$ cat src/rtl/ami_pkg.sv
// Shared types and helpers for the ami_rd_arb read scheduler: AR/R payload
// structs at the default AXI widths, the arbiter FSM state and the round-robin pick.
package ami_pkg;

   localparam int RR_MAXN = 32;

   localparam int DEF_IW     = 8;
   localparam int DEF_AW     = 32;
   localparam int DEF_LW     = 8;
   localparam int DEF_SW     = 3;
   localparam int DEF_BURSTW = 2;
   localparam int DEF_DW     = 128;
   localparam int DEF_RRESPW = 2;

   typedef struct packed {
      logic [DEF_IW-1:0]     id;
      logic [DEF_AW-1:0]     addr;
      logic [DEF_LW-1:0]     len;
      logic [DEF_SW-1:0]     size;
      logic [DEF_BURSTW-1:0] burst;
   } ar_pay_t;

   typedef struct packed {
      logic [DEF_IW-1:0]     id;
      logic [DEF_DW-1:0]     data;
      logic [DEF_RRESPW-1:0] resp;
      logic                  last;
   } r_pay_t;

   typedef enum logic {ARB, ISSUE} arb_state_t;

   // First set bit of req at or above ptr, wrapping within the low n bits.
   function automatic int rr_pick(input logic [RR_MAXN-1:0] req, input int ptr, input int n);
      int  pick;
      int  j;
      bit  found;
      pick  = 0;
      found = 1'b0;
      for (int k = 0; k < RR_MAXN; k++) begin
         if (k < n && !found) begin
            j = ptr + k;
            if (j >= n) j = j - n;
            if (req[j]) begin
               pick  = j;
               found = 1'b1;
            end
         end
      end
      return pick;
   endfunction

endpackage

$ cat src/rtl/ami_rr_arb.sv
// Generic N-way round-robin picker: combinational valid/index from a request
// vector and a priority pointer.
import ami_pkg::*;

module ami_rr_arb #(
   parameter  int N  = 4,
   localparam int IW = $clog2(N)
) (
   input  logic [N-1:0]  req,
   input  logic [IW-1:0] ptr,
   output logic          valid,
   output logic [IW-1:0] idx
);

   logic [RR_MAXN-1:0] req_ext;

   always_comb begin
      req_ext        = '0;
      req_ext[N-1:0] = req;
      valid          = |req;
      idx            = IW'(rr_pick(req_ext, int'(ptr), N));
   end

endmodule

$ cat src/rtl/ami_rd_arb.sv
// N-requester AXI read scheduler: round-robin AR arbitration with ARID tagging,
// per-requester outstanding-burst limit and RID-based R steering.
// Optional watchdog enabled by defining AMI_RD_ARB_WDOG_EN.
import ami_pkg::*;

module ami_rd_arb #(
   parameter  int NREQ       = 4,
   parameter  int AXI_IW     = 8,
   parameter  int AXI_AW     = 32,
   parameter  int AXI_LW     = 8,
   parameter  int AXI_SW     = 3,
   parameter  int AXI_BURSTW = 2,
   parameter  int AXI_DW     = 128,
   parameter  int AXI_RRESPW = 2,
   parameter  int MAX_OST    = 4,
`ifdef AMI_RD_ARB_WDOG_EN
   parameter  int WDOG_CYC   = 1024,
`endif
   localparam int IXW        = $clog2(NREQ),
   localparam int RIW        = AXI_IW - IXW,
   localparam int OCW        = $clog2(MAX_OST + 1)
) (
   input  logic                       usr_clk,
   input  logic                       usr_reset_n,
   input  logic [NREQ*RIW-1:0]        req_arid,
   input  logic [NREQ*AXI_AW-1:0]     req_araddr,
   input  logic [NREQ*AXI_LW-1:0]     req_arlen,
   input  logic [NREQ*AXI_SW-1:0]     req_arsize,
   input  logic [NREQ*AXI_BURSTW-1:0] req_arburst,
   input  logic [NREQ-1:0]            req_arvalid,
   output logic [NREQ-1:0]            req_arready,
   output logic [RIW-1:0]             req_rid,
   output logic [AXI_DW-1:0]          req_rdata,
   output logic [AXI_RRESPW-1:0]      req_rresp,
   output logic                       req_rlast,
   output logic [NREQ-1:0]            req_rvalid,
   input  logic [NREQ-1:0]            req_rready,
   output logic [AXI_IW-1:0]          usr_arid,
   output logic [AXI_AW-1:0]          usr_araddr,
   output logic [AXI_LW-1:0]          usr_arlen,
   output logic [AXI_SW-1:0]          usr_arsize,
   output logic [AXI_BURSTW-1:0]      usr_arburst,
   output logic                       usr_arvalid,
   input  logic                       usr_arready,
   input  logic [AXI_IW-1:0]          usr_rid,
   input  logic [AXI_DW-1:0]          usr_rdata,
   input  logic [AXI_RRESPW-1:0]      usr_rresp,
   input  logic                       usr_rlast,
   input  logic                       usr_rvalid,
   output logic                       usr_rready,
   output logic                       err_bad_id,
   output logic [NREQ*OCW-1:0]        ost_cnt
`ifdef AMI_RD_ARB_WDOG_EN
   ,
   output logic [NREQ-1:0]            wdog_to
`endif
);

   arb_state_t       state;
   logic [IXW-1:0]   rr_ptr;
   logic [IXW-1:0]   sel;
   logic [OCW-1:0]   ost [NREQ];
   logic [NREQ-1:0]  elig;
   logic [NREQ-1:0]  ost_inc;
   logic [NREQ-1:0]  ost_dec;
   logic [NREQ-1:0]  r_deliver;
   logic             zero_last;
   logic             pick_valid;
   logic [IXW-1:0]   pick_idx;
   logic             grant;
   logic             ar_fire;
   logic [IXW-1:0]   r_idx;
   logic             r_idx_ok;
   logic             r_fire_last;

   always_comb begin
      for (int i = 0; i < NREQ; i++) begin
         elig[i] = req_arvalid[i] && (ost[i] < OCW'(MAX_OST));
      end
   end

   ami_rr_arb #(.N(NREQ)) u_rr (
      .req   (elig),
      .ptr   (rr_ptr),
      .valid (pick_valid),
      .idx   (pick_idx)
   );

   // Acceptance is zero-cycle: the pick's ready pulses while its payload is captured.
   assign grant = usr_reset_n && (state == ARB) && pick_valid;

   always_comb begin
      req_arready = '0;
      if (grant) req_arready[pick_idx] = 1'b1;
   end

   assign usr_arvalid = (state == ISSUE);
   assign ar_fire     = usr_arvalid && usr_arready;

   always_ff @(posedge usr_clk or negedge usr_reset_n) begin
      if (!usr_reset_n) begin
         state       <= ARB;
         rr_ptr      <= '0;
         sel         <= '0;
         usr_arid    <= '0;
         usr_araddr  <= '0;
         usr_arlen   <= '0;
         usr_arsize  <= '0;
         usr_arburst <= '0;
      end else begin
         case (state)
            ARB: begin
               if (pick_valid) begin
                  sel         <= pick_idx;
                  usr_arid    <= {pick_idx, req_arid[pick_idx*RIW +: RIW]};
                  usr_araddr  <= req_araddr[pick_idx*AXI_AW +: AXI_AW];
                  usr_arlen   <= req_arlen[pick_idx*AXI_LW +: AXI_LW];
                  usr_arsize  <= req_arsize[pick_idx*AXI_SW +: AXI_SW];
                  usr_arburst <= req_arburst[pick_idx*AXI_BURSTW +: AXI_BURSTW];
                  state       <= ISSUE;
               end
            end
            ISSUE: begin
               if (usr_arready) begin
                  rr_ptr <= (sel == IXW'(NREQ - 1)) ? '0 : sel + IXW'(1);
                  state  <= ARB;
               end
            end
            default: state <= ARB;
         endcase
      end
   end

   assign r_idx     = usr_rid[AXI_IW-1:RIW];
   assign r_idx_ok  = (int'(r_idx) < NREQ);
   assign req_rid   = usr_rid[RIW-1:0];
   assign req_rdata = usr_rdata;
   assign req_rresp = usr_rresp;
   assign req_rlast = usr_rlast;

   // Beats with an out-of-range index are sunk so the shared channel never stalls.
   always_comb begin
      req_rvalid = '0;
      usr_rready = 1'b1;
      if (r_idx_ok) begin
         req_rvalid[r_idx] = usr_rvalid;
         usr_rready        = req_rready[r_idx];
      end
   end

   assign r_fire_last = usr_rvalid && usr_rready && usr_rlast && r_idx_ok;

   always_comb begin
      zero_last = 1'b0;
      for (int i = 0; i < NREQ; i++) begin
         r_deliver[i] = usr_rvalid && usr_rready && r_idx_ok && (r_idx == IXW'(i));
         ost_inc[i]   = ar_fire && (sel == IXW'(i)) && (ost[i] < OCW'(MAX_OST));
         ost_dec[i]   = r_fire_last && (r_idx == IXW'(i)) && (ost[i] != '0);
         if (r_fire_last && (r_idx == IXW'(i)) && (ost[i] == '0)) zero_last = 1'b1;
      end
   end

   always_ff @(posedge usr_clk or negedge usr_reset_n) begin
      if (!usr_reset_n) begin
         for (int i = 0; i < NREQ; i++) ost[i] <= '0;
         err_bad_id <= 1'b0;
      end else begin
         for (int i = 0; i < NREQ; i++) begin
            if (ost_inc[i] && !ost_dec[i]) ost[i] <= ost[i] + OCW'(1);
            else if (ost_dec[i] && !ost_inc[i]) ost[i] <= ost[i] - OCW'(1);
         end
         if ((usr_rvalid && !r_idx_ok) || zero_last) err_bad_id <= 1'b1;
      end
   end

   always_comb begin
      for (int i = 0; i < NREQ; i++) ost_cnt[i*OCW +: OCW] = ost[i];
   end

`ifdef AMI_RD_ARB_WDOG_EN
   localparam int WCW = $clog2(WDOG_CYC + 1);

   logic [WCW-1:0] wdog_cnt [NREQ];

   // Counts idle cycles per requester while it has bursts in flight.
   always_ff @(posedge usr_clk or negedge usr_reset_n) begin
      if (!usr_reset_n) begin
         for (int i = 0; i < NREQ; i++) wdog_cnt[i] <= '0;
         wdog_to <= '0;
      end else begin
         for (int i = 0; i < NREQ; i++) begin
            if (r_deliver[i] || ost[i] == '0) wdog_cnt[i] <= '0;
            else if (wdog_cnt[i] != WCW'(WDOG_CYC)) wdog_cnt[i] <= wdog_cnt[i] + WCW'(1);
            if (wdog_cnt[i] == WCW'(WDOG_CYC)) wdog_to[i] <= 1'b1;
         end
      end
   end
`endif

endmodule
$ cat config.mk
export PLATFORM = sky130hd
export DESIGN_NAME = ami_rd_arb
export DESIGN_NICKNAME = d
export VERILOG_FILES = /design/src/rtl/ami_pkg.sv /design/src/rtl/ami_rr_arb.sv /design/src/rtl/ami_rd_arb.sv
export SDC_FILE = /design/constraint.sdc
export NUM_CORES = 1
export LEC_CHECK = 0
export BUFFER_PORTS_ARGS = -buffer_cell sky130_fd_sc_hd__buf_2
export CORE_AREA = 10 10 210 212
export CTS_BUF_LIST = sky130_fd_sc_hd__clkbuf_4
export CTS_CLUSTER_DIAMETER = 120
export DETAILED_ROUTE_END_ITERATION = 6
export DIE_AREA = 0 0 220 222
export GPL_ROUTABILITY_DRIVEN = 0
export PLACE_DENSITY = 0.38
export SLEW_MARGIN = 25
export SYNTH_ARGS = -nofsm -noshare
export SYNTH_HDL_FRONTEND = slang
export SYNTH_SLANG_ARGS = --single-unit
$ cat constraint.sdc
create_clock -name usr_clk -period 3.15 [get_ports usr_clk]
set_clock_uncertainty 0.05 [all_clocks]
set_input_delay 0.1575 -clock usr_clk [delete_from_list [all_inputs] [get_ports usr_clk]]
set_output_delay 0.1575 -clock usr_clk [all_outputs]
set_load 0.03 [all_outputs]
# Yosys cells after proc, flatten, opt, wreduce, memory -nomap -nowiden

Cells that the tools add are included.

$mul: 2
Equality and inequality tests: 6
Multiplexer cells: 54
Shifts and indexed selects: 5
Reductions and logical operators: 64
$add $sub $neg: 16
$lt $le $gt $ge: 16
Bitwise gates (word level): 2

Operators with widths:

| cell                                                                          | number |
|---|---|
| 32-bit 2-to-1 mux                                                             | 7 |
| 32-bit by 7-bit less-than comparator with 1-bit output, second input constant | 4 |
| 128-bit by 8-bit indexed part select with 32-bit output                       | 1 |
| 32-bit by 4-bit >= comparator with 1-bit output, second input constant        | 3 |
| 32-bit by 4-bit subtractor with 32-bit output, second input constant          | 3 |
| 1-bit logical AND                                                             | 39 |
| 32-bit by 6-bit indexed part select with 8-bit output                         | 1 |
| 3-bit 2-to-1 mux                                                              | 8 |
| 24-bit by 6-bit indexed part select with 6-bit output                         | 1 |
| 1-bit 2-to-1 mux                                                              | 22 |
| 1-bit binary-select mux with 5-bit select                                     | 4 |
| 2-bit 2-to-1 mux                                                              | 8 |
| 3-bit by 1-bit adder with 3-bit output, second input constant                 | 4 |
| 3-bit logical NOT                                                             | 4 |
| 3-bit less-than comparator, second input constant                             | 4 |
| 3-bit nonzero test                                                            | 4 |
| 12-bit by 5-bit indexed part select with 3-bit output                         | 1 |
| 3-bit by 1-bit subtractor with 3-bit output, second input constant            | 4 |
| 2-bit equality test, second input constant                                    | 4 |
| 1-bit logical NOT                                                             | 8 |
| 2-bit by 2-bit multiplier with 4-bit output, second input constant            | 2 |
| 2-bit nonzero test                                                            | 4 |
| 8-bit by 4-bit indexed part select with 2-bit output                          | 1 |
| 2-bit by 2-bit adder with 3-bit output, second input constant                 | 2 |
| 16 further kinds                                                              | 22 |

Register bits: 71
Logic and storage cells: 178
Input port bits: 355
Output and inout bits: 213

# Depth between registers and ports, before layout

Depth after elaboration: 29
Mapped depth: 13

# Cells and area by module

Synthesis repeated with hierarchy kept, for this count alone.

Cell total of the unflattened synthesis: 447
Area total of the unflattened synthesis: 5546.6 sq um

Modules (own cells, without submodules):

| module     | sequential area each (sq um) | cells an instance | instances | area each (sq um) |
|---|---|---|---|---|
| ami_rd_arb | 1726.7                       | 413               | 1         | 5248.8 |
| ami_rr_arb | 0.0                          | 34                | 1         | 297.8 |

# Least setup slack after synthesis

No wires, ideal clock.

Path type: reg2out
Start: register rr_ptr[0]
End: output port req_arready[0]
Setup slack: 0.138 ns
Stages on the path, launching flop included: 14
Path buffers: 5
Arrival: 2.805 ns
Data required time: 2.942 ns
Cell sequence: dfrtp_1 > buf_2 > inv_2 > ha_1 > clkbuf_1 > nor2_1 > a31oi_1 > nor4b_1 > a32oi_1 > buf_2 > buf_6 > buf_6 > inv_2 > nor3_1

Longest elaborated chain between the ends: 18
Elaborated cells between the ends (all ways): 48

RTL lines:

| what                                                                                                                                          | RTL line          | text |
|---|---|---|
| start: declaration                                                                                                                            | ami_rd_arb.sv:60  | `logic [IXW-1:0] rr_ptr;` |
| start signal: assignment                                                                                                                      | ami_rd_arb.sv:125 | `rr_ptr <= (sel == IXW'(NREQ - 1)) ? '0 : sel + IXW'(1);` |
| 2-bit by 1-bit adder with 3-bit output                                                                                                        | ami_pkg.sv:41     | `j = ptr + k;` |
| 32-bit by 4-bit subtractor with 32-bit output or 32-bit by 4-bit >= comparator with 1-bit output (tied branches)                              | ami_pkg.sv:42     | `if (j >= n) j = j - n;` |
| 32-bit 2-to-1 mux                                                                                                                             | ami_pkg.sv:42     |  |
| 32-bit 2-to-1 mux                                                                                                                             | ami_pkg.sv:40     | `if (k < n && !found) begin` |
| 1-bit binary-select mux with 5-bit select                                                                                                     | ami_pkg.sv:43     | `if (req[j]) begin` |
| 1-bit 2-to-1 mux (not written as such) (2 in a row)                                                                                           | ami_pkg.sv:43     |  |
| 2-bit 2-to-1 mux                                                                                                                              | ami_pkg.sv:43     |  |
| 2-bit 2-to-1 mux                                                                                                                              | ami_pkg.sv:40     |  |
| 2-bit 2-to-1 mux                                                                                                                              | ami_pkg.sv:43     |  |
| 2-bit 2-to-1 mux                                                                                                                              | ami_pkg.sv:40     |  |
| 2-bit 2-to-1 mux                                                                                                                              | ami_pkg.sv:43     |  |
| 2-bit 2-to-1 mux *                                                                                                                            | ami_pkg.sv:40     |  |
| 2-bit by 3-bit less-than comparator with 1-bit output (not written as such) or 2-bit by 1-bit >= comparator with 1-bit output (tied branches) | ami_rd_arb.sv:94  | `if (grant) req_arready[pick_idx] = 1'b1;` |
| 1-bit logical AND (not written as such)                                                                                                       | ami_rd_arb.sv:94  |  |
| 1-bit 2-to-1 mux (not written as such)                                                                                                        | ami_rd_arb.sv:94  |  |
| 1-bit demux with 2-bit select *                                                                                                               | ami_rd_arb.sv:94  |  |
| 4-bit 2-to-1 mux *                                                                                                                            | ami_rd_arb.sv:94  |  |
| end: declaration                                                                                                                              | ami_rd_arb.sv:31  | `output logic [NREQ-1:0] req_arready,` |

Mark *: on every way between the ends. The rest lies on a longest branch, timed or not. The select of a mux whose other input is x is not followed.

# Worst setup path in the final report

Start: register rr_ptr[0]
End: output port req_arready[3]

Same word-level chain as after synthesis.

==> metrics.txt <==
status=finished, final reports clean; TritonCTS clock tree=built; delay of the slowest critical-path stage=0.50 ns; vias post-DR=~5600; die width=about 220 µm; Hold Crit Class=input pin to async pin; critical path data required time=2.94 ns; share of cells above drive strength 1=0.3931; Worst-Skew Late Latency=~0.52 ns; maximum VDD drop=0.6236 mV; # fillers=4255; gr usage total=0.1101; commonest non-fill, non-tap cell in the layout=buf_2; Initial Util=0.1428; Core Region=39640 µm²; WL final=roughly 28 mm; post-route antenna net violation count=0; CTS sink count=69; net count after synthesis=between 900 and 1000; Layout Nets=roughly 1300; critical path endpoint category=output pin; H-tree Lvls=3; Top delay family on crit path=simple AND/OR/NAND/NOR gates; Setup TNS Final=0 ns; Overflow after GRT=0; IO Pins=568; Final HPWL DP=19.65 mm; Slew HR=0.5312; Mean Syn Cell Area=9.968 µm²; most frequent cells in the layout=292 x buf_2, 208 x dlygate4sd3_1, 103 x mux2i_1; synthesis-to-finish area growth=59.76%; most used cell, CP=buf_4; vias in the first global route=between 6000 and 7000; Yosys top cell area share=0.3050; Least-Margin Pin Slew=0.7032 ns; fin crit share=0.9327; Via-to-Cell Ratio=3.848; worst-path cell chain=inv_4 -> ha_4 -> buf_4 -> or4_1 -> nand4_1 -> a32oi_4 -> buf_12 -> nor3_2 -> buf_4; largest cells by area after synthesis=dfrtp_1 30%, mux2i_1 18%, buf_4 18%; pwr dens=between 800 and 900 nW/µm²; CTS Buffer Depth=2; Cell Area, Synth=approximately 5700 µm²; CP Class=flop to output pin; Lkg Pwr=0.004452 µW; worst path buffer plus inverter count=4; DIE AREA=48840 µm²; std cell rows=73; CP max-delay cell=or4_1; CTS root buf=clkbuf_4; multi-input logic area=2719 µm²; Synth Instances=568; Final min period=2.938 ns; DRC violation count after routing=0; drt pass-1 iters=4; maximum achievable frequency=340.4 MHz; Critical Path AT=around 2.7 ns; Max Cap Viol=0; worst hold margin=0.08726 ns; die height=222 µm; post-synthesis sequential area ratio=0.3050; crit path launch type=flop; Ys Warns=0; Num CTS Buffers=9; Final Setup Violations=0; top cell type by total area after synthesis=dfrtp_1; Reg area=between 1500 and 2000 µm²; Final Max Tran Viols=0; largest net degree at the start of global routing=60; flops & latches, synth=about 70; I/O Buffers=295; Core Util, Final=0.2282; Clock transition at path regs=roughly 0.15 ns; first-pass GRT wire length=40.56 mm; Unique masters post-synth=46; drt initial violations=173; initial antenna violation count=2; final hold viol count=0; drt wl/cell=around 19 µm; Max Fanout on Critical Path=9
-- per-layer routing --
metal  vias to the layer above  GRT usage  wire [µm]
li1                       2613          -          -
met3                        82    0.05239       3091
met2                       320     0.1828      13180
met4                         2    0.07199       1633
met5                         -   0.005203         37
met1                      2597     0.1070       9805
-- final timing paths --
check	slack, ns	start	to	cells after the start
setup / recovery	0.21	rr_ptr[0]	req_arready[3]	9
hold reg to reg	0.44	usr_araddr[11]	usr_araddr[11]	2
min in group usr_clk	0.10	req_arvalid[1]	usr_arvalid	4
max in group asynchronous	1.95	usr_reset_n	usr_araddr[4]	3
hold / removal	0.09	usr_reset_n	ost_cnt[9]	2
setup reg to reg	0.42	rr_ptr[0]	usr_araddr[0]	10
-- cells in the mapped netlist (all sizes together) --
cell	n
a211oi	1
a21o	2
a21oi	5
a31oi	1
a32oi	1
and2	1
and3	2
and3b	2
buf	160
clkbuf	12
dfrtp	69
fa	4
ha	10
inv	10
mux2	6
mux2i	104
mux4	1
nand2	61
nand2b	5
nand3	1
nand4	6
nand4b	2
nor2	7
nor2b	3
nor3	6
nor3b	5
nor4	1
nor4b	1
o21a	1
o21ai	3
o221ai	52
o22ai	1
o2bb2ai	1
o311ai	1
o31ai	1
o32ai	1
or2	1
or3	4
or4	1
xnor2	4
xor2	8
-- worst reg2reg max path: cells and delay by family (launching register included) --
kind,cells,cell delay (ns)
muxes,1,0.20
AOI/OAI and AO/OA,2,0.23
adders and majority gates,1,0.23
DFF,1,0.44
buffers and inverters,4,0.80
and+or+nand+nor,2,0.64
-- layout make-up --
type,instances,share of cell area
flip-flops and latches,69,0.1910
repair buffers,519,0.4158
well taps,525,0.07262
multi-input cells,317,0.3006
clock inverters,7,0.007193
clock buffers,9,0.007470
diodes,3,0.0008300
inverters,10,0.004427
-- flip-flops by register name, indices dropped and copies added (netlist names) --
name and cells:
usr_arsize 3, usr_arburst 2, usr_arlen 8, rr_ptr 2, usr_arid 8, err_bad_id 1, usr_araddr 32, ost_cnt 12
usr_arvalid 1
-- metrics by stage --
stage	power [µW]	instance area, µm²	setup slack, ns	std cells
finish	8071	9045	0.2121	1459
CTS	8176	8994	0.01028	1455
floorplan	5817	5662	0.1380	568
detailed placement	6907	6675	0.3971	1227
global placement	6853	6675	0.4655	1227
global route	8728	9045	-0.01516	1459
-- where the power goes --
group          internal [µW]  switching, µW  leakage (µW)
clock                    237            420     0.0000735
combinational           2410           3350       0.00354
sequential              1330            319      0.000840
total                   3980           4090       0.00445
-- what timing repair did --
action,in CTS,in global routing
endpoints found under the setup margin,4,4
cloned,2,0
endpoints found under the hold margin,86,0
gates resized for setup,4,11
hold buffers,208,0
setup buffers,2,1
pin swaps,1,1
-- cells by family (layout without fill, tap and decap cells) --
logic type,Yosys count,in the layout,share of synthesized area
flip-flops,69,69,0.3050
multiplexers,111,111,0.1998
AND/OR/NAND/NOR,109,109,0.09371
AO/OA/AOI/OAI,71,71,0.1169
buffers and inverters,182,545,0.2298
other,0,3,0
XOR/XNOR,12,12,0.01856
adder cells (fa/ha/maj),14,14,0.03624
Note: power is estimated with default switching activity, not from simulation.
